**src/rtl/sm_mult_seq.sv**
```systemverilog
// Iterative sign-magnitude multiplier retiring two multiplier bits per cycle (radix-4).
// Define SM_MULT_EARLY_EXIT_EN to finish as soon as the remaining multiplier magnitude is zero.
module sm_mult_seq #(
  parameter int WIDTH = 8
) (
  input  logic                 clk,
  input  logic                 rst_n,
  input  logic                 in_valid,
  output logic                 in_ready,
  input  logic [WIDTH-1:0]     A,
  input  logic [WIDTH-1:0]     B,
  output logic                 out_valid,
  input  logic                 out_ready,
  output logic [2*WIDTH-1:0]   out,
  output logic                 busy
);

  localparam int PW   = 2 * WIDTH;
  localparam int HALF = WIDTH / 2;
  localparam int KW   = $clog2(HALF + 1);
  localparam logic [KW-1:0] K_LAST = KW'(HALF);
  localparam logic [KW-1:0] K_ONE  = KW'(1);

  typedef enum logic [1:0] {
    S_IDLE = 2'd0,
    S_BUSY = 2'd1,
    S_DONE = 2'd2
  } state_t;

  state_t            state_q, state_d;
  logic [WIDTH-1:0]  mag_a_q, mag_a_d;
  logic [WIDTH-1:0]  mag_b_q, mag_b_d;
  logic              sign_q, sign_d;
  logic [PW-1:0]     acc_q, acc_d;
  logic [KW-1:0]     k_q, k_d;
  logic              in_ready_q, in_ready_d;
  logic              out_valid_q, out_valid_d;
  logic [PW-1:0]     out_q, out_d;
  logic              busy_q, busy_d;

  logic [PW-1:0]     pp_s;
  logic [KW:0]       shamt_s;
  logic              finish_s;

  // Radix-4 partial product: the magnitude times one base-4 digit of the multiplier.
  function automatic logic [PW-1:0] radix4_pp(input logic [WIDTH-1:0] a, input logic [1:0] digit);
    logic [PW-1:0] a_ext;
    a_ext = {{WIDTH{1'b0}}, a};
    case (digit)
      2'd0:    radix4_pp = {PW{1'b0}};
      2'd1:    radix4_pp = a_ext;
      2'd2:    radix4_pp = a_ext << 1;
      default: radix4_pp = a_ext + (a_ext << 1);
    endcase
  endfunction

  assign pp_s    = radix4_pp(mag_a_q, mag_b_q[1:0]);
  assign shamt_s = {k_q, 1'b0};

  // Next-state and datapath update for the IDLE/BUSY/DONE sequence.
  always_comb begin
    state_d     = state_q;
    mag_a_d     = mag_a_q;
    mag_b_d     = mag_b_q;
    sign_d      = sign_q;
    acc_d       = acc_q;
    k_d         = k_q;
    in_ready_d  = in_ready_q;
    out_valid_d = out_valid_q;
    out_d       = out_q;
    busy_d      = busy_q;
    finish_s    = 1'b0;
    case (state_q)
      S_IDLE: begin
        if (in_valid) begin
          mag_a_d    = {1'b0, A[WIDTH-2:0]};
          mag_b_d    = {1'b0, B[WIDTH-2:0]};
          sign_d     = A[WIDTH-1] ^ B[WIDTH-1];
          acc_d      = {PW{1'b0}};
          k_d        = {KW{1'b0}};
          in_ready_d = 1'b0;
          busy_d     = 1'b1;
          state_d    = S_BUSY;
        end else begin
          in_ready_d = 1'b1;
        end
      end
      S_BUSY: begin
        acc_d   = acc_q + (pp_s << shamt_s);
        mag_b_d = mag_b_q >> 2'd2;
        k_d     = k_q + K_ONE;
`ifdef SM_MULT_EARLY_EXIT_EN
        finish_s = (k_d == K_LAST) || (mag_b_d == {WIDTH{1'b0}});
`else
        finish_s = (k_d == K_LAST);
`endif
        if (finish_s) begin
          // A zero magnitude always leaves as +0, even for -0 operands.
          out_d       = {sign_q & (acc_d != {PW{1'b0}}), acc_d[PW-2:0]};
          out_valid_d = 1'b1;
          state_d     = S_DONE;
        end else begin
          state_d     = S_BUSY;
        end
      end
      S_DONE: begin
        if (out_ready) begin
          out_valid_d = 1'b0;
          in_ready_d  = 1'b1;
          busy_d      = 1'b0;
          state_d     = S_IDLE;
        end else begin
          state_d     = S_DONE;
        end
      end
      default: begin
        out_valid_d = 1'b0;
        in_ready_d  = 1'b1;
        busy_d      = 1'b0;
        state_d     = S_IDLE;
      end
    endcase
  end

  // State, datapath and output registers; reset discards any operation in flight.
  always_ff @(posedge clk or negedge rst_n) begin
    if (!rst_n) begin
      state_q     <= S_IDLE;
      mag_a_q     <= {WIDTH{1'b0}};
      mag_b_q     <= {WIDTH{1'b0}};
      sign_q      <= 1'b0;
      acc_q       <= {PW{1'b0}};
      k_q         <= {KW{1'b0}};
      in_ready_q  <= 1'b1;
      out_valid_q <= 1'b0;
      out_q       <= {PW{1'b0}};
      busy_q      <= 1'b0;
    end else begin
      state_q     <= state_d;
      mag_a_q     <= mag_a_d;
      mag_b_q     <= mag_b_d;
      sign_q      <= sign_d;
      acc_q       <= acc_d;
      k_q         <= k_d;
      in_ready_q  <= in_ready_d;
      out_valid_q <= out_valid_d;
      out_q       <= out_d;
      busy_q      <= busy_d;
    end
  end

  assign in_ready  = in_ready_q;
  assign out_valid = out_valid_q;
  assign out       = out_q;
  assign busy      = busy_q;

endmodule
```
**config.mk**
```make
export PLATFORM = sky130hd
export DESIGN_NAME = sm_mult_seq
export DESIGN_NICKNAME = d
export VERILOG_FILES = /design/src/rtl/sm_mult_seq.sv
export SDC_FILE = /design/constraint.sdc
export NUM_CORES = 1
export LEC_CHECK = 0
export CAP_MARGIN = 25
export CORE_UTILIZATION = 40
export CTS_CLUSTER_DIAMETER = 100
export DETAILED_ROUTE_END_ITERATION = 8
export GPL_ROUTABILITY_DRIVEN = 0
export PLACE_DENSITY = 0.69
export SLEW_MARGIN = 20
export SYNTH_ARGS = -nofsm -noshare
export SYNTH_HDL_FRONTEND = slang
export SYNTH_SLANG_ARGS = --single-unit
export TNS_END_PERCENT = 5
```
**constraint.sdc**
```tcl
create_clock -name clk -period 5.7 [get_ports clk]
set_input_delay 1.14 -clock clk [delete_from_list [all_inputs] [get_ports clk]]
set_output_delay 1.14 -clock clk [all_outputs]
set_load 0.005 [all_outputs]
```
Yosys cells after proc, flatten, opt, wreduce, memory -nomap -nowiden

Cells that the tools add are included.

Input port bits: 20
Word-level logic and storage cells: 55
Memories kept: 0
Bits in read-only memories: 0
RAM bits: 0
Output and inout bits: 19
Bits in latches: 0
Bits in registers: 56

Equality and inequality tests: 8
Add/sub/neg operators: 3
Bitwise operators: 4
Reduce and logical (&&, ||, !) cells: 10
Multiply operators: 0
Mux-type cells: 19
Magnitude comparators: 0
Div/mod/pow operators: 0
Shift-type cells: 1

Operators with widths:

| cell                                                                   | count |
|---|---|
| 16-bit case mux with 2 select lines                                    | 1 |
| 9-bit case mux with 3 select lines                                     | 1 |
| 16-bit adder                                                           | 1 |
| 16-bit 2-to-1 mux                                                      | 1 |
| 8-bit case mux with 2 select lines                                     | 1 |
| 16-bit nonzero test                                                    | 1 |
| 16-bit by 4-bit << shifter with 16-bit output                          | 1 |
| 7-bit by 8-bit adder with 9-bit output                                 | 1 |
| 1-bit case mux with 3 select lines                                     | 3 |
| 8-bit 2-to-1 mux                                                       | 1 |
| 2-bit AND reduction                                                    | 4 |
| 2-bit 2-to-1 mux                                                       | 3 |
| 2-bit inequality test (second input constant)                          | 3 |
| 2-bit case mux with 3 select lines                                     | 1 |
| 3-bit case mux with 2 select lines                                     | 1 |
| 3-bit AND reduction                                                    | 2 |
| 1-bit 2-to-1 mux                                                       | 5 |
| 2-bit by 1-bit equality test with 1-bit output (second input constant) | 2 |
| 2-bit equality test (second input constant)                            | 2 |
| 2-bit zero test                                                        | 2 |
| 3-bit by 1-bit adder with 3-bit output (second input constant)         | 1 |
| 3-bit equality test (second input constant)                            | 1 |
| 3-bit 2-to-1 mux                                                       | 1 |
| 1-bit NOT                                                              | 2 |
| 3 further kinds                                                        | 3 |

Logic depth before layout (Yosys ltp)

Gate-level depths: netlist (run 1).

Depth after elaboration: 6
Depth in mapped cells: 18
Mapped depth without buffers: 18

Least setup slack after synthesis (run 1)

Ideal clock, no wire load.

Path kind: flip-flop to flip-flop
Start: register mag_a_q[1]
End: register out_q[15] (netlist: out[15])
Path slack: 1.722 ns
Required time: 5.566 ns
Stages on the path, launching flop included: 19
Buffers on the path: 0
Arrival: 3.844 ns
Cells stage by stage: dfrtp_1 ha_1 fa_1 a211oi_2 nor3b_1 o311ai_2 mux2_4 o21ai_2 o21ai_0 nor2_1 ha_1 a21oi_1 o21ai_1 a2111oi_0 a21oi_1 xnor2_1 nand4_1 and4b_1 a31oi_1

Word-level cells in the longest chain between the ends: 6

Ends and longest elaborated chain:

| element                                           | line | source |
|---|---|---|
| from (decl)                                       | 31   | `logic [WIDTH-1:0] mag_a_q, mag_a_d;` |
| from (signal assigned)                            | 129  | `mag_a_q <= {WIDTH{1'b0}};` |
| from (signal assigned)                            | 140  | `mag_a_q <= mag_a_d;` |
| 7-bit by 8-bit adder with 9-bit output            | 53   | `default: radix4_pp = a_ext + (a_ext << 1);` |
| 9-bit case mux with 3 select lines (*)            | 49   | `case (digit)` |
| 16-bit by 4-bit << shifter with 16-bit output (*) | 89   | `acc_d = acc_q + (pp_s << shamt_s);` |
| 16-bit adder (*)                                  | 89   |  |
| 16-bit nonzero test (*)                           | 99   | `out_d = {sign_q & (acc_d != {PW{1'b0}}), acc_d[PW-2:0]};` |
| 1-bit bitwise AND (*)                             | 99   |  |
| to (signal assigned)                              | 136  | `out_q <= {PW{1'b0}};` |
| to (signal assigned)                              | 147  | `out_q <= out_d;` |
| to (decl)                                         | 38   | `logic [PW-1:0] out_q, out_d;` |

Every way passes the cells marked *; elsewhere a longest branch is shown, timed or not.
A chain may end at the register's enable or synchronous reset.

Final worst setup path (run 1)

Same ends and word-level chain as after synthesis.

==> run_summary.xml, run 1 <==
<?xml version="1.0" encoding="UTF-8"?>
<metrics>
  <group name="run_status">
    <metric name="status" unit="">completed</metric>
  </group>
  <group name="clocking">
    <metric name="post_cts_setup_bufs" unit="">0</metric>
    <metric name="clk_pin_slew" unit="ns">0.10</metric>
    <metric name="cts_buffers" unit="">5</metric>
    <metric name="clock_tree.htree_level_count" unit="">2</metric>
    <metric name="cts_hold_buf" unit="">0</metric>
    <metric name="numClockSinks" unit="">55</metric>
    <metric name="clock_latency" unit="ns">0.31</metric>
    <metric name="root_buffer" unit="">sky130_fd_sc_hd__clkbuf_8</metric>
    <metric name="tritoncts" unit="">built</metric>
    <metric name="post_cts_resized" unit="">0</metric>
    <metric name="cts_max_path_buffers" unit="">2</metric>
  </group>
  <group name="synthesis">
    <metric name="synthesis.area" unit="µm²">3540</metric>
    <metric name="yosys.cell_count.top_type" unit="">sky130_fd_sc_hd__nand2_1</metric>
    <metric name="yosysUniqueCellTypes" unit="">50</metric>
    <metric name="synth_area_leader_cell" unit="">sky130_fd_sc_hd__dfrtp_1</metric>
    <metric name="yosys_register_bits" unit="">55</metric>
    <metric name="syn_avg_cell_area" unit="µm²">9.15</metric>
    <metric name="async_flop_share" unit="">1.00</metric>
    <metric name="seq_area_frac_synth" unit="">0.389</metric>
    <metric name="mapped_cells" unit="">387</metric>
    <metric name="yosysWarningCount" unit="">0</metric>
    <metric name="leading_post_synthesis_cells_by_cell_area" unit="">sky130_fd_sc_hd__dfrtp_1 (38%), sky130_fd_sc_hd__ha_1 (9.2%), sky130_fd_sc_hd__nand2_1 (7.3%), sky130_fd_sc_hd__o21ai_0 (4.7%), sky130_fd_sc_hd__mux2i_1 (3.4%)</metric>
    <metric name="synth_fp_nets" unit="">435</metric>
    <metric name="area_share_of_the_largest_cell_type_after_synthesis" unit="">0.382</metric>
    <metric name="synth.top_cells.by_count" unit="">sky130_fd_sc_hd__nand2_1 (69), sky130_fd_sc_hd__dfrtp_1 (54), sky130_fd_sc_hd__o21ai_0 (33)</metric>
    <metric name="synth_ff_type" unit="">sky130_fd_sc_hd__dfrtp_1</metric>
    <metric name="number_of_synthesized_flops_with_an_enable_pin" unit="">0</metric>
  </group>
  <group name="place">
    <metric name="port_buffers" unit="">38</metric>
    <metric name="placement.setup.worst_slack" unit="ns">1.21</metric>
    <metric name="numPlacedInstances" unit="">517</metric>
    <metric name="dp_hpwl" unit="µm">5850</metric>
  </group>
  <group name="sta">
    <metric name="tns" unit="ns">0</metric>
    <metric name="layout_min_cycle_time" unit="ns">4.55</metric>
    <metric name="skew" unit="ns">0.0119</metric>
    <metric name="finalSetupViolCount" unit="">0</metric>
    <metric name="finalHoldViolCount" unit="">0</metric>
    <metric name="final_max_slew_viol_count" unit="">0</metric>
    <metric name="worst-slew-pin-transition" unit="ns">0.718</metric>
    <metric name="rsz0062_at_grt" unit="">false</metric>
    <metric name="slew-limit-headroom" unit="">0.521</metric>
    <metric name="final_min_period_over_clock_period" unit="">0.798</metric>
    <metric name="final_critical_path_setup_slack" unit="ns">1.15</metric>
    <metric name="achievable-frequency" unit="MHz">220</metric>
  </group>
  <group name="setup_path">
    <metric name="worst_ep_arrival_time" unit="ns">4.73</metric>
    <metric name="crit_path_category" unit="">flop to flop</metric>
    <metric name="cp-end-kind" unit="">flop</metric>
    <metric name="worstSetupStartpointType" unit="">flop</metric>
    <metric name="required" unit="ns">5.88</metric>
    <metric name="worst-path-max-fanout" unit="">6</metric>
  </group>
  <group name="pwr">
    <metric name="p_switching" unit="mW">1.16</metric>
    <metric name="ir_drop" unit="µV">318</metric>
    <metric name="pwr-share-seq" unit="">0.293</metric>
    <metric name="netSwitchingFraction" unit="">0.452</metric>
    <metric name="power_frac_comb" unit="">0.603</metric>
    <metric name="power_density" unit="nW/µm²">619</metric>
    <metric name="cell_internal_pwr" unit="mW">1.40</metric>
    <metric name="cellLeakagePower" unit="nW">1.82</metric>
    <metric name="clkPwrFrac" unit="">0.104</metric>
  </group>
  <group name="drt">
    <metric name="antenna_left" unit="">0</metric>
    <metric name="count_of_vias_placed_by_the_detailed_router" unit="">2906</metric>
    <metric name="post-route-drc-count" unit="">0</metric>
    <metric name="detail_route.wirelength" unit="µm">7890</metric>
    <metric name="wl_per_cell" unit="µm">15.0</metric>
    <metric name="dr.pass1.iters" unit="">4</metric>
    <metric name="detail_route.iter0.violations" unit="">200</metric>
    <metric name="via_per_inst" unit="">5.54</metric>
  </group>
  <group name="worst_hold_path">
    <metric name="min_path_type" unit="">flop to flop</metric>
  </group>
  <group name="layout">
    <metric name="fin_cells" unit="">525</metric>
    <metric name="final_nets" unit="">467</metric>
    <metric name="drive_above_1_share" unit="">0.0810</metric>
    <metric name="layout.core_utilization" unit="">0.493</metric>
    <metric name="num_antenna_cells" unit="">0</metric>
    <metric name="area.growth.synth_to_final" unit="%">16.8</metric>
    <metric name="n_fill_cell" unit="">790</metric>
  </group>
  <group name="floorplanning">
    <metric name="fp.dieH" unit="µm">96.1</metric>
    <metric name="floorplan.die_area" unit="µm²">9230</metric>
    <metric name="top_level_ports" unit="">39</metric>
    <metric name="initial_utilization" unit="">0.422</metric>
    <metric name="core-area" unit="µm²">8380</metric>
    <metric name="rows" unit="">33</metric>
    <metric name="die_boundary_width" unit="µm">96.1</metric>
  </group>
  <group name="grt">
    <metric name="first_global_vias" unit="">2689</metric>
    <metric name="grt_usage" unit="">0.182</metric>
    <metric name="global_route_wire_length_before_repair" unit="µm">13000</metric>
    <metric name="gr-total-overflow" unit="">0</metric>
    <metric name="antenna_violations_before_repair" unit="">0</metric>
    <metric name="grt_max_degree" unit="">56</metric>
  </group>
  <group name="flow_run">
    <metric name="max-cap-violations" unit="">0</metric>
  </group>
</metrics>
## flip-flops by register name, summed over array words and instances (netlist names)
register,count
state_q,2
out,16
k_q,3
acc_q,16
in_ready,1
out_valid,1
sign_q,1
busy,1
mag_a_q,7
mag_b_q,7
## metrics by stage
stage	area (µm²)	total power, mW	hold slack (ns)
after floorplan	3540	1.86	0.455
after global placement	4010	2.23	0.461
after detailed placement	4020	2.30	0.472
after CTS	4130	2.57	0.495
after global routing	4130	2.80	0.514
final	4130	2.56	0.489
## power groups by stage
| stage | sequential [mW] | combinational (mW) | clock, mW |
|---|---|---|---|
| 6_report | 0.750 | 1.54 | 0.265 |
| 5_1_grt | 0.779 | 1.73 | 0.289 |
| 4_1_cts | 0.750 | 1.55 | 0.272 |
| 3_5_place_dp | 0.757 | 1.54 | 0 |
| 3_3_place_gp | 0.749 | 1.49 | 0 |
| 2_1_floorplan | 0.674 | 1.18 | 0 |
## cell families after synthesis
| kind of cell | count (synthesis) | synth area share |
|---|---|---|
| AOI/OAI and AO/OA | 121 | 0.215 |
| and+or+nand+nor | 116 | 0.143 |
| DFF | 55 | 0.389 |
| adders and majority gates | 28 | 0.103 |
| buffers and inverters | 27 | 0.0300 |
| muxes | 24 | 0.0764 |
| xor gates and xnor gates | 16 | 0.0435 |
## path summary, 6_finish.rpt
| check | startpoint | end | slack (ns) | cells after the start |
|---|---|---|---|---|
| max | mag_a_q[1] | out[15] | 1.15 | 18 |
| min | out[12] | out[12] | 0.49 | 2 |
| max reg2reg | mag_a_q[1] | out[15] | 1.15 | 18 |
| min reg2reg | out[12] | out[12] | 0.49 | 2 |
| max in group asynchronous | rst_n | mag_a_q[3] | 4.28 | 2 |
| min in group asynchronous | rst_n | out[8] | 0.97 | 2 |
## cells in the final DEF (no fill, tap or decap), drive strengths merged, types with 2 or more instances in the layout
cell type	synthesis	routed
nand3	3	3
o21a	7	7
and2	2	2
or2	2	2
clkbuf	14	6
mux2	11	11
inv	9	10
a211oi	5	5
nor2b	3	3
dfrtp	54	54
fa	2	2
mux2i	12	12
clkdlybuf4s50	0	37
buf	4	6
nor4b	2	2
a21o	6	6
a21oi	15	15
o21bai	3	3
o31ai	5	5
nand2b	6	6
nand4	2	2
xor2	5	5
o22ai	18	18
nor2	22	22
ha	26	26
xnor2	10	10
nand2	69	69
a22oi	2	2
a31oi	3	3
and3	2	2
nor3b	2	2
o21ai	47	47
## final cells by class
type	instances	area, µm²	share of cell area
flip-flops and latches	55	1380	0.333
clock inverters	2	38.8	0.00939
inverters	9	33.8	0.00817
multi-input cells	305	2060	0.498
clock buffers	6	72.6	0.0176
repair buffers	43	420	0.102
well taps	105	131	0.0318
## worst max-delay path, cell delays in order, from the launching register on
cell	delay [ns]
sky130_fd_sc_hd__dfrtp_1	0.47
sky130_fd_sc_hd__ha_1	0.24
sky130_fd_sc_hd__fa_1	0.42
sky130_fd_sc_hd__a211oi_2	0.23
sky130_fd_sc_hd__nor3b_1	0.10
sky130_fd_sc_hd__o311ai_2	0.26
sky130_fd_sc_hd__mux2_4	0.36
sky130_fd_sc_hd__o21ai_2	0.17
sky130_fd_sc_hd__o21ai_0	0.10
sky130_fd_sc_hd__nor2_1	0.14
sky130_fd_sc_hd__ha_1	0.30
sky130_fd_sc_hd__a21oi_1	0.17
sky130_fd_sc_hd__o21ai_1	0.08
sky130_fd_sc_hd__a2111oi_0	0.44
sky130_fd_sc_hd__a21oi_1	0.18
sky130_fd_sc_hd__xnor2_1	0.31
sky130_fd_sc_hd__nand4_1	0.13
sky130_fd_sc_hd__and4b_1	0.26
sky130_fd_sc_hd__a31oi_1	0.08
## metal layers
metal / up-vias / GRT usage / share of wire
met5: - / 0 / 0
met4: 0 / 0.0460 / 0.014
met3: 10 / 0.0300 / 0.039
met2: 65 / 0.279 / 0.45
met1: 1379 / 0.265 / 0.49
li1: 1452 / - / -
No activity file was read; power rests on OpenSTA's default activity.
==> run 2: changes to the inputs <==
==> constraint.sdc (replaced) <==
create_clock -name clk -period 4.7 [get_ports clk]
set_input_delay 0.94 -clock clk [delete_from_list [all_inputs] [get_ports clk]]
set_output_delay 0.94 -clock clk [all_outputs]
set_load 0.005 [all_outputs]
==> run 2 against run 1 <==
Net effect:
- die area stayed put
- maximum frequency is 4.1% higher
- sequential share of layout area is 0.31 points lower
- non-clock buffer count stayed put
- critical path type unchanged
==> run_summary.xml, run 2 (same netlist as run 1, synthesis figures left out) <==
<?xml version="1.0" encoding="UTF-8"?>
<metrics>
  <group name="run_status">
    <metric name="status" unit="">completed</metric>
  </group>
  <group name="clocking">
    <metric name="post_cts_resized" unit="">0</metric>
    <metric name="clock_latency" unit="ns">0.32</metric>
    <metric name="post_cts_setup_bufs" unit="">0</metric>
    <metric name="tritoncts" unit="">built</metric>
    <metric name="clock_tree.htree_level_count" unit="">2</metric>
    <metric name="numClockSinks" unit="">55</metric>
    <metric name="cts_max_path_buffers" unit="">2</metric>
    <metric name="cts_hold_buf" unit="">0</metric>
    <metric name="root_buffer" unit="">sky130_fd_sc_hd__clkbuf_8</metric>
    <metric name="clk_pin_slew" unit="ns">0.12</metric>
    <metric name="cts_buffers" unit="">5</metric>
  </group>
  <group name="setup_path">
    <metric name="critical_path_buf_inv_count" unit="">0</metric>
    <metric name="crit_chain" unit="">ha_1 &gt; fa_1 &gt; a211oi_2 &gt; nor3b_1 &gt; o311ai_2 &gt; mux2_4 &gt; o21ai_2 &gt; o21ai_0 &gt; nor2_1 &gt; ha_1 &gt; a21oi_1 &gt; o21ai_1 &gt; a2111oi_1 &gt; a21oi_1 &gt; a21oi_1 &gt; o21bai_1 &gt; xnor2_2 &gt; o22ai_1</metric>
    <metric name="critPathSlowestCell" unit="">sky130_fd_sc_hd__dfrtp_2</metric>
    <metric name="cpLargestDelayFamily" unit="">compound AO/OA/AOI/OAI gates</metric>
    <metric name="critical_path.most_common_cell" unit="">sky130_fd_sc_hd__a21oi_1</metric>
    <metric name="required" unit="ns">4.87</metric>
    <metric name="highest_cell_delay_on_the_worst_timing_path" unit="ns">0.46</metric>
    <metric name="worst_ep_arrival_time" unit="ns">4.54</metric>
    <metric name="crit-reg2reg-launch" unit="">mag_a_q[1]</metric>
    <metric name="worstSetupStartpointType" unit="">flop</metric>
    <metric name="startpoint" unit="">mag_a_q[1]</metric>
    <metric name="crit_path_category" unit="">flop to flop</metric>
    <metric name="cp-end-kind" unit="">flop</metric>
    <metric name="worst-path-max-fanout" unit="">6</metric>
  </group>
  <group name="grt">
    <metric name="grt_usage" unit="">0.179</metric>
    <metric name="first_global_vias" unit="">2711</metric>
    <metric name="grt_max_degree" unit="">56</metric>
    <metric name="global_route_wire_length_before_repair" unit="µm">12900</metric>
    <metric name="gr-total-overflow" unit="">0</metric>
    <metric name="antenna_violations_before_repair" unit="">0</metric>
  </group>
  <group name="pwr">
    <metric name="cellLeakagePower" unit="nW">1.83</metric>
    <metric name="total_power" unit="mW">3.14</metric>
    <metric name="ir_drop" unit="µV">371</metric>
    <metric name="power_density" unit="nW/µm²">753</metric>
  </group>
  <group name="layout">
    <metric name="num_antenna_cells" unit="">0</metric>
    <metric name="mostFrequentLayoutCell" unit="">sky130_fd_sc_hd__nand2_1</metric>
    <metric name="fin_cells" unit="">525</metric>
    <metric name="final-seq-area" unit="µm²">1380</metric>
    <metric name="final_nets" unit="">467</metric>
    <metric name="drive_above_1_share" unit="">0.0952</metric>
    <metric name="area.growth.synth_to_final" unit="%">18.0</metric>
    <metric name="layout.cells.most_common_list" unit="">sky130_fd_sc_hd__nand2_1 (69), sky130_fd_sc_hd__dfrtp_1 (53), sky130_fd_sc_hd__clkdlybuf4s50_1 (37)</metric>
    <metric name="n_fill_cell" unit="">805</metric>
    <metric name="multi_input_area" unit="µm²">2090</metric>
  </group>
  <group name="sta">
    <metric name="hold_ws" unit="ns">0.492</metric>
    <metric name="finalSetupViolCount" unit="">0</metric>
    <metric name="skew" unit="ns">0.0151</metric>
    <metric name="rsz0062_at_grt" unit="">false</metric>
    <metric name="finalHoldViolCount" unit="">0</metric>
    <metric name="layout_min_cycle_time" unit="ns">4.37</metric>
    <metric name="slew-limit-headroom" unit="">0.500</metric>
    <metric name="final_critical_path_setup_slack" unit="ns">0.330</metric>
    <metric name="worst-slew-pin-transition" unit="ns">0.749</metric>
    <metric name="tns" unit="ns">0</metric>
    <metric name="achievable-frequency" unit="MHz">229</metric>
    <metric name="final_min_period_over_clock_period" unit="">0.930</metric>
    <metric name="final_max_slew_viol_count" unit="">0</metric>
  </group>
  <group name="drt">
    <metric name="count_of_vias_placed_by_the_detailed_router" unit="">2880</metric>
    <metric name="wl_per_cell" unit="µm">14.6</metric>
    <metric name="antenna_left" unit="">0</metric>
    <metric name="dr.pass1.iters" unit="">4</metric>
    <metric name="post-route-drc-count" unit="">0</metric>
    <metric name="detail_route.iter0.violations" unit="">148</metric>
    <metric name="via_per_inst" unit="">5.49</metric>
    <metric name="detail_route.wirelength" unit="µm">7690</metric>
  </group>
  <group name="floorplanning">
    <metric name="rows" unit="">33</metric>
    <metric name="core-area" unit="µm²">8380</metric>
    <metric name="top_level_ports" unit="">39</metric>
    <metric name="initial_utilization" unit="">0.422</metric>
    <metric name="floorplan.die_area" unit="µm²">9230</metric>
    <metric name="fp.dieH" unit="µm">96.1</metric>
    <metric name="die_boundary_width" unit="µm">96.1</metric>
  </group>
  <group name="place">
    <metric name="numPlacedInstances" unit="">517</metric>
    <metric name="dp_hpwl" unit="µm">5750</metric>
    <metric name="port_buffers" unit="">38</metric>
    <metric name="placement.setup.worst_slack" unit="ns">0.150</metric>
  </group>
  <group name="flow_run">
    <metric name="max-cap-violations" unit="">0</metric>
  </group>
  <group name="worst_hold_path">
    <metric name="hold_path_startpoint" unit="">out[6]</metric>
    <metric name="min_path_type" unit="">flop to flop</metric>
  </group>
</metrics>
-- run 2: metrics by stage --
step / util / cell area, µm²
6_report: 0.498 / 4180
5_1_grt: 0.498 / 4180
4_1_cts: 0.495 / 4150
3_5_place_dp: 0.480 / 4020
3_3_place_gp: 0.478 / 4010
2_1_floorplan: - / 3540
-- run 2: worst paths after layout --
path / to / slack, ns / cells past startpoint
worst max-delay path: acc_q[14] / 0.33 / 18
worst min-delay path: out[6] / 0.49 / 2
worst max register to register: acc_q[14] / 0.33 / 18
worst min register to register: out[6] / 0.49 / 2
max in group asynchronous: mag_a_q[1] / 3.43 / 2
min in group asynchronous: out[12] / 0.74 / 2
-- run 2: layout make-up --
cell class              count  share of cell area
repair buffers             43               0.101
flip-flops and latches     55               0.330
multi-input cells         305               0.500
clock buffers               5              0.0165
well taps                 105              0.0315
inverters                   9             0.00809
clock inverters             3              0.0132
-- run 2: layer usage --
layer  global-route usage  routed length (µm)
met2                0.284                3560
met5                    0                   0
met3               0.0245                 335
met4               0.0560                 131
met1                0.253                3660
-- run 2: power breakdown --
part | internal, mW | switching, mW
registers | 0.683 | 0.225
clock network | 0.164 | 0.175
logic | 0.873 | 1.02
total | 1.72 | 1.42
-- run 2: worst min-delay path, stage by stage, from the launching register on --
cell and delay (ns):
sky130_fd_sc_hd__dfrtp_1 0.36, sky130_fd_sc_hd__nand2_1 0.04, sky130_fd_sc_hd__o21ai_0 0.06
==> run 3: changes to the inputs <==
--- a/config.mk
+++ b/config.mk
@@ -10,6 +10,7 @@
 export CTS_CLUSTER_DIAMETER = 100
 export DETAILED_ROUTE_END_ITERATION = 8
 export GPL_ROUTABILITY_DRIVEN = 0
+export MAX_ROUTING_LAYER = met4
 export PLACE_DENSITY = 0.69
 export SLEW_MARGIN = 20
 export SYNTH_ARGS = -nofsm -noshare
==> run 3 against run 2 <==
Net effect:
- die area unchanged
- core utilization stayed put
- clock skew decreased by 0.0014 ns
- register-to-register slack barely moved
- flip-flop and latch count unchanged
- largest cell class unchanged
==> run_summary.xml, run 3 (same netlist as run 1, synthesis figures left out) <==
<?xml version="1.0" encoding="UTF-8"?>
<metrics>
  <group name="floorplanning">
    <metric name="rows" unit="">33</metric>
    <metric name="core-area" unit="µm²">8380</metric>
    <metric name="top_level_ports" unit="">39</metric>
    <metric name="fp.dieH" unit="µm">96.1</metric>
    <metric name="floorplan.die_area" unit="µm²">9230</metric>
    <metric name="die_boundary_width" unit="µm">96.1</metric>
    <metric name="initial_utilization" unit="">0.422</metric>
  </group>
  <group name="drt">
    <metric name="detail_route.wirelength" unit="µm">7680</metric>
    <metric name="antenna_left" unit="">0</metric>
    <metric name="post-route-drc-count" unit="">0</metric>
    <metric name="count_of_vias_placed_by_the_detailed_router" unit="">2878</metric>
    <metric name="via_per_inst" unit="">5.48</metric>
    <metric name="dr.pass1.iters" unit="">4</metric>
    <metric name="detail_route.iter0.violations" unit="">151</metric>
    <metric name="wl_per_cell" unit="µm">14.6</metric>
  </group>
  <group name="place">
    <metric name="numPlacedInstances" unit="">517</metric>
    <metric name="dp_hpwl" unit="µm">5750</metric>
    <metric name="placedInstanceArea" unit="µm²">4020</metric>
    <metric name="port_buffers" unit="">38</metric>
  </group>
  <group name="clocking">
    <metric name="post_cts_resized" unit="">0</metric>
    <metric name="cts_max_path_buffers" unit="">2</metric>
    <metric name="numClockSinks" unit="">55</metric>
    <metric name="clock_latency" unit="ns">0.32</metric>
    <metric name="root_buffer" unit="">sky130_fd_sc_hd__clkbuf_8</metric>
    <metric name="tritoncts" unit="">built</metric>
    <metric name="clk_pin_slew" unit="ns">0.12</metric>
    <metric name="clock_tree.htree_level_count" unit="">2</metric>
    <metric name="cts_buffers" unit="">5</metric>
    <metric name="post_cts_setup_bufs" unit="">0</metric>
    <metric name="cts_hold_buf" unit="">0</metric>
  </group>
  <group name="layout">
    <metric name="fin_cells" unit="">525</metric>
    <metric name="design_area" unit="µm²">4180</metric>
    <metric name="multi_input_area" unit="µm²">2090</metric>
    <metric name="final_nets" unit="">467</metric>
    <metric name="area.growth.synth_to_final" unit="%">18.0</metric>
    <metric name="num_antenna_cells" unit="">0</metric>
    <metric name="mostFrequentLayoutCell" unit="">sky130_fd_sc_hd__nand2_1</metric>
    <metric name="drive_above_1_share" unit="">0.0952</metric>
    <metric name="final-seq-area" unit="µm²">1380</metric>
    <metric name="layout.cells.most_common_list" unit="">sky130_fd_sc_hd__nand2_1 (69), sky130_fd_sc_hd__dfrtp_1 (53), sky130_fd_sc_hd__clkdlybuf4s50_1 (37)</metric>
    <metric name="n_fill_cell" unit="">805</metric>
  </group>
  <group name="setup_path">
    <metric name="worstSetupEndpoint" unit="">acc_q[14]</metric>
    <metric name="worst-path-max-fanout" unit="">6</metric>
    <metric name="crit_path_category" unit="">flop to flop</metric>
    <metric name="r2r_end" unit="">acc_q[14]</metric>
    <metric name="crit_chain" unit="">ha_1 &gt; fa_1 &gt; a211oi_2 &gt; nor3b_1 &gt; o311ai_2 &gt; mux2_4 &gt; o21ai_2 &gt; o21ai_0 &gt; nor2_1 &gt; ha_1 &gt; a21oi_1 &gt; o21ai_1 &gt; a2111oi_1 &gt; a21oi_1 &gt; a21oi_1 &gt; o21bai_1 &gt; xnor2_2 &gt; o22ai_1</metric>
    <metric name="critPathSlowestCell" unit="">sky130_fd_sc_hd__dfrtp_2</metric>
    <metric name="worstSetupStartpointType" unit="">flop</metric>
    <metric name="required" unit="ns">4.87</metric>
    <metric name="crit-reg2reg-launch" unit="">mag_a_q[1]</metric>
    <metric name="register_to_register_setup_slack" unit="ns">0.33</metric>
    <metric name="critical_path.most_common_cell" unit="">sky130_fd_sc_hd__a21oi_1</metric>
    <metric name="startpoint" unit="">mag_a_q[1]</metric>
    <metric name="highest_cell_delay_on_the_worst_timing_path" unit="ns">0.46</metric>
    <metric name="timing.reg2reg.worst_path_depth" unit="">18</metric>
    <metric name="cp-end-kind" unit="">flop</metric>
    <metric name="worst_ep_arrival_time" unit="ns">4.54</metric>
  </group>
  <group name="sta">
    <metric name="worst-slew-pin-transition" unit="ns">0.725</metric>
    <metric name="slew-limit-headroom" unit="">0.516</metric>
    <metric name="skew" unit="ns">0.0137</metric>
    <metric name="finalSetupViolCount" unit="">0</metric>
    <metric name="rsz0062_at_grt" unit="">false</metric>
    <metric name="tns" unit="ns">0</metric>
    <metric name="achievable-frequency" unit="MHz">229</metric>
    <metric name="layout_min_cycle_time" unit="ns">4.37</metric>
    <metric name="final_min_period_over_clock_period" unit="">0.929</metric>
    <metric name="final_max_slew_viol_count" unit="">0</metric>
    <metric name="finalHoldViolCount" unit="">0</metric>
  </group>
  <group name="run_status">
    <metric name="status" unit="">completed</metric>
  </group>
  <group name="pwr">
    <metric name="power_density" unit="nW/µm²">753</metric>
    <metric name="ir_drop" unit="µV">369</metric>
    <metric name="cellLeakagePower" unit="nW">1.83</metric>
    <metric name="total_power" unit="mW">3.14</metric>
  </group>
  <group name="grt">
    <metric name="gr-total-overflow" unit="">0</metric>
    <metric name="global_route_wire_length_before_repair" unit="µm">12900</metric>
    <metric name="grt_usage" unit="">0.185</metric>
    <metric name="antenna_violations_before_repair" unit="">0</metric>
    <metric name="first_global_vias" unit="">2714</metric>
    <metric name="grt_max_degree" unit="">56</metric>
  </group>
  <group name="flow_run">
    <metric name="max-cap-violations" unit="">0</metric>
  </group>
  <group name="worst_hold_path">
    <metric name="min_path_type" unit="">flop to flop</metric>
  </group>
</metrics>
run 3: cell counts in the layout (fill, tap and decap cells not counted):
Identical to the previous run, type by type.
run 3: area by class of cell:
cell class                 count  share of cell area
clock inverter                 3              0.0132
timing repair buffer          43               0.101
sequential                    55               0.330
inverter                       9             0.00809
clock buffer                   5              0.0165
tap                          105              0.0315
multi-input combinational    305               0.500
run 3: how the worst min path moves through the flow:
stage	start	cells after the start	slack, ns	to
2_1_floorplan	mag_b_q[2]	2	0.45	mag_b_q[0]
3_3_place_gp	out[13]	2	0.46	out[13]
3_5_place_dp	out[13]	2	0.47	out[13]
4_1_cts	out[13]	2	0.50	out[13]
5_1_grt	out[13]	2	0.51	out[13]
6_report	out[6]	2	0.49	out[6]
run 3: per-stage QoR:
step	util	hold slack, ns	setup WS [ns]
4_1_cts	0.495	0.500	0.159
3_3_place_gp	0.478	0.461	0.275
5_1_grt	0.498	0.511	0.0335
3_5_place_dp	0.480	0.473	0.150
6_report	0.498	0.491	0.332
2_1_floorplan	-	0.455	0.722
run 3: worst max-delay path, delay by kind of cell, from the launching register on:
family	cells	cell delay (ns)
DFF	1	0.46
xor gates and xnor gates	1	0.21
adders and majority gates	3	0.94
and+or+nand+nor	2	0.24
AOI/OAI and AO/OA	11	2.03
muxes	1	0.35
run 3: report_power, final:
part / switching, mW / internal (mW)
clock: 0.175 / 0.164
combinational: 1.02 / 0.873
sequential: 0.226 / 0.683
run 3: per-layer routing:
layer  global-route usage  vias up  part of all wire
li1                     -     1451                 -
met5                    -        -                 0
met3               0.0245       12             0.032
met2                0.285       61              0.46
met1                0.253     1354              0.49
met4               0.0560        0             0.017
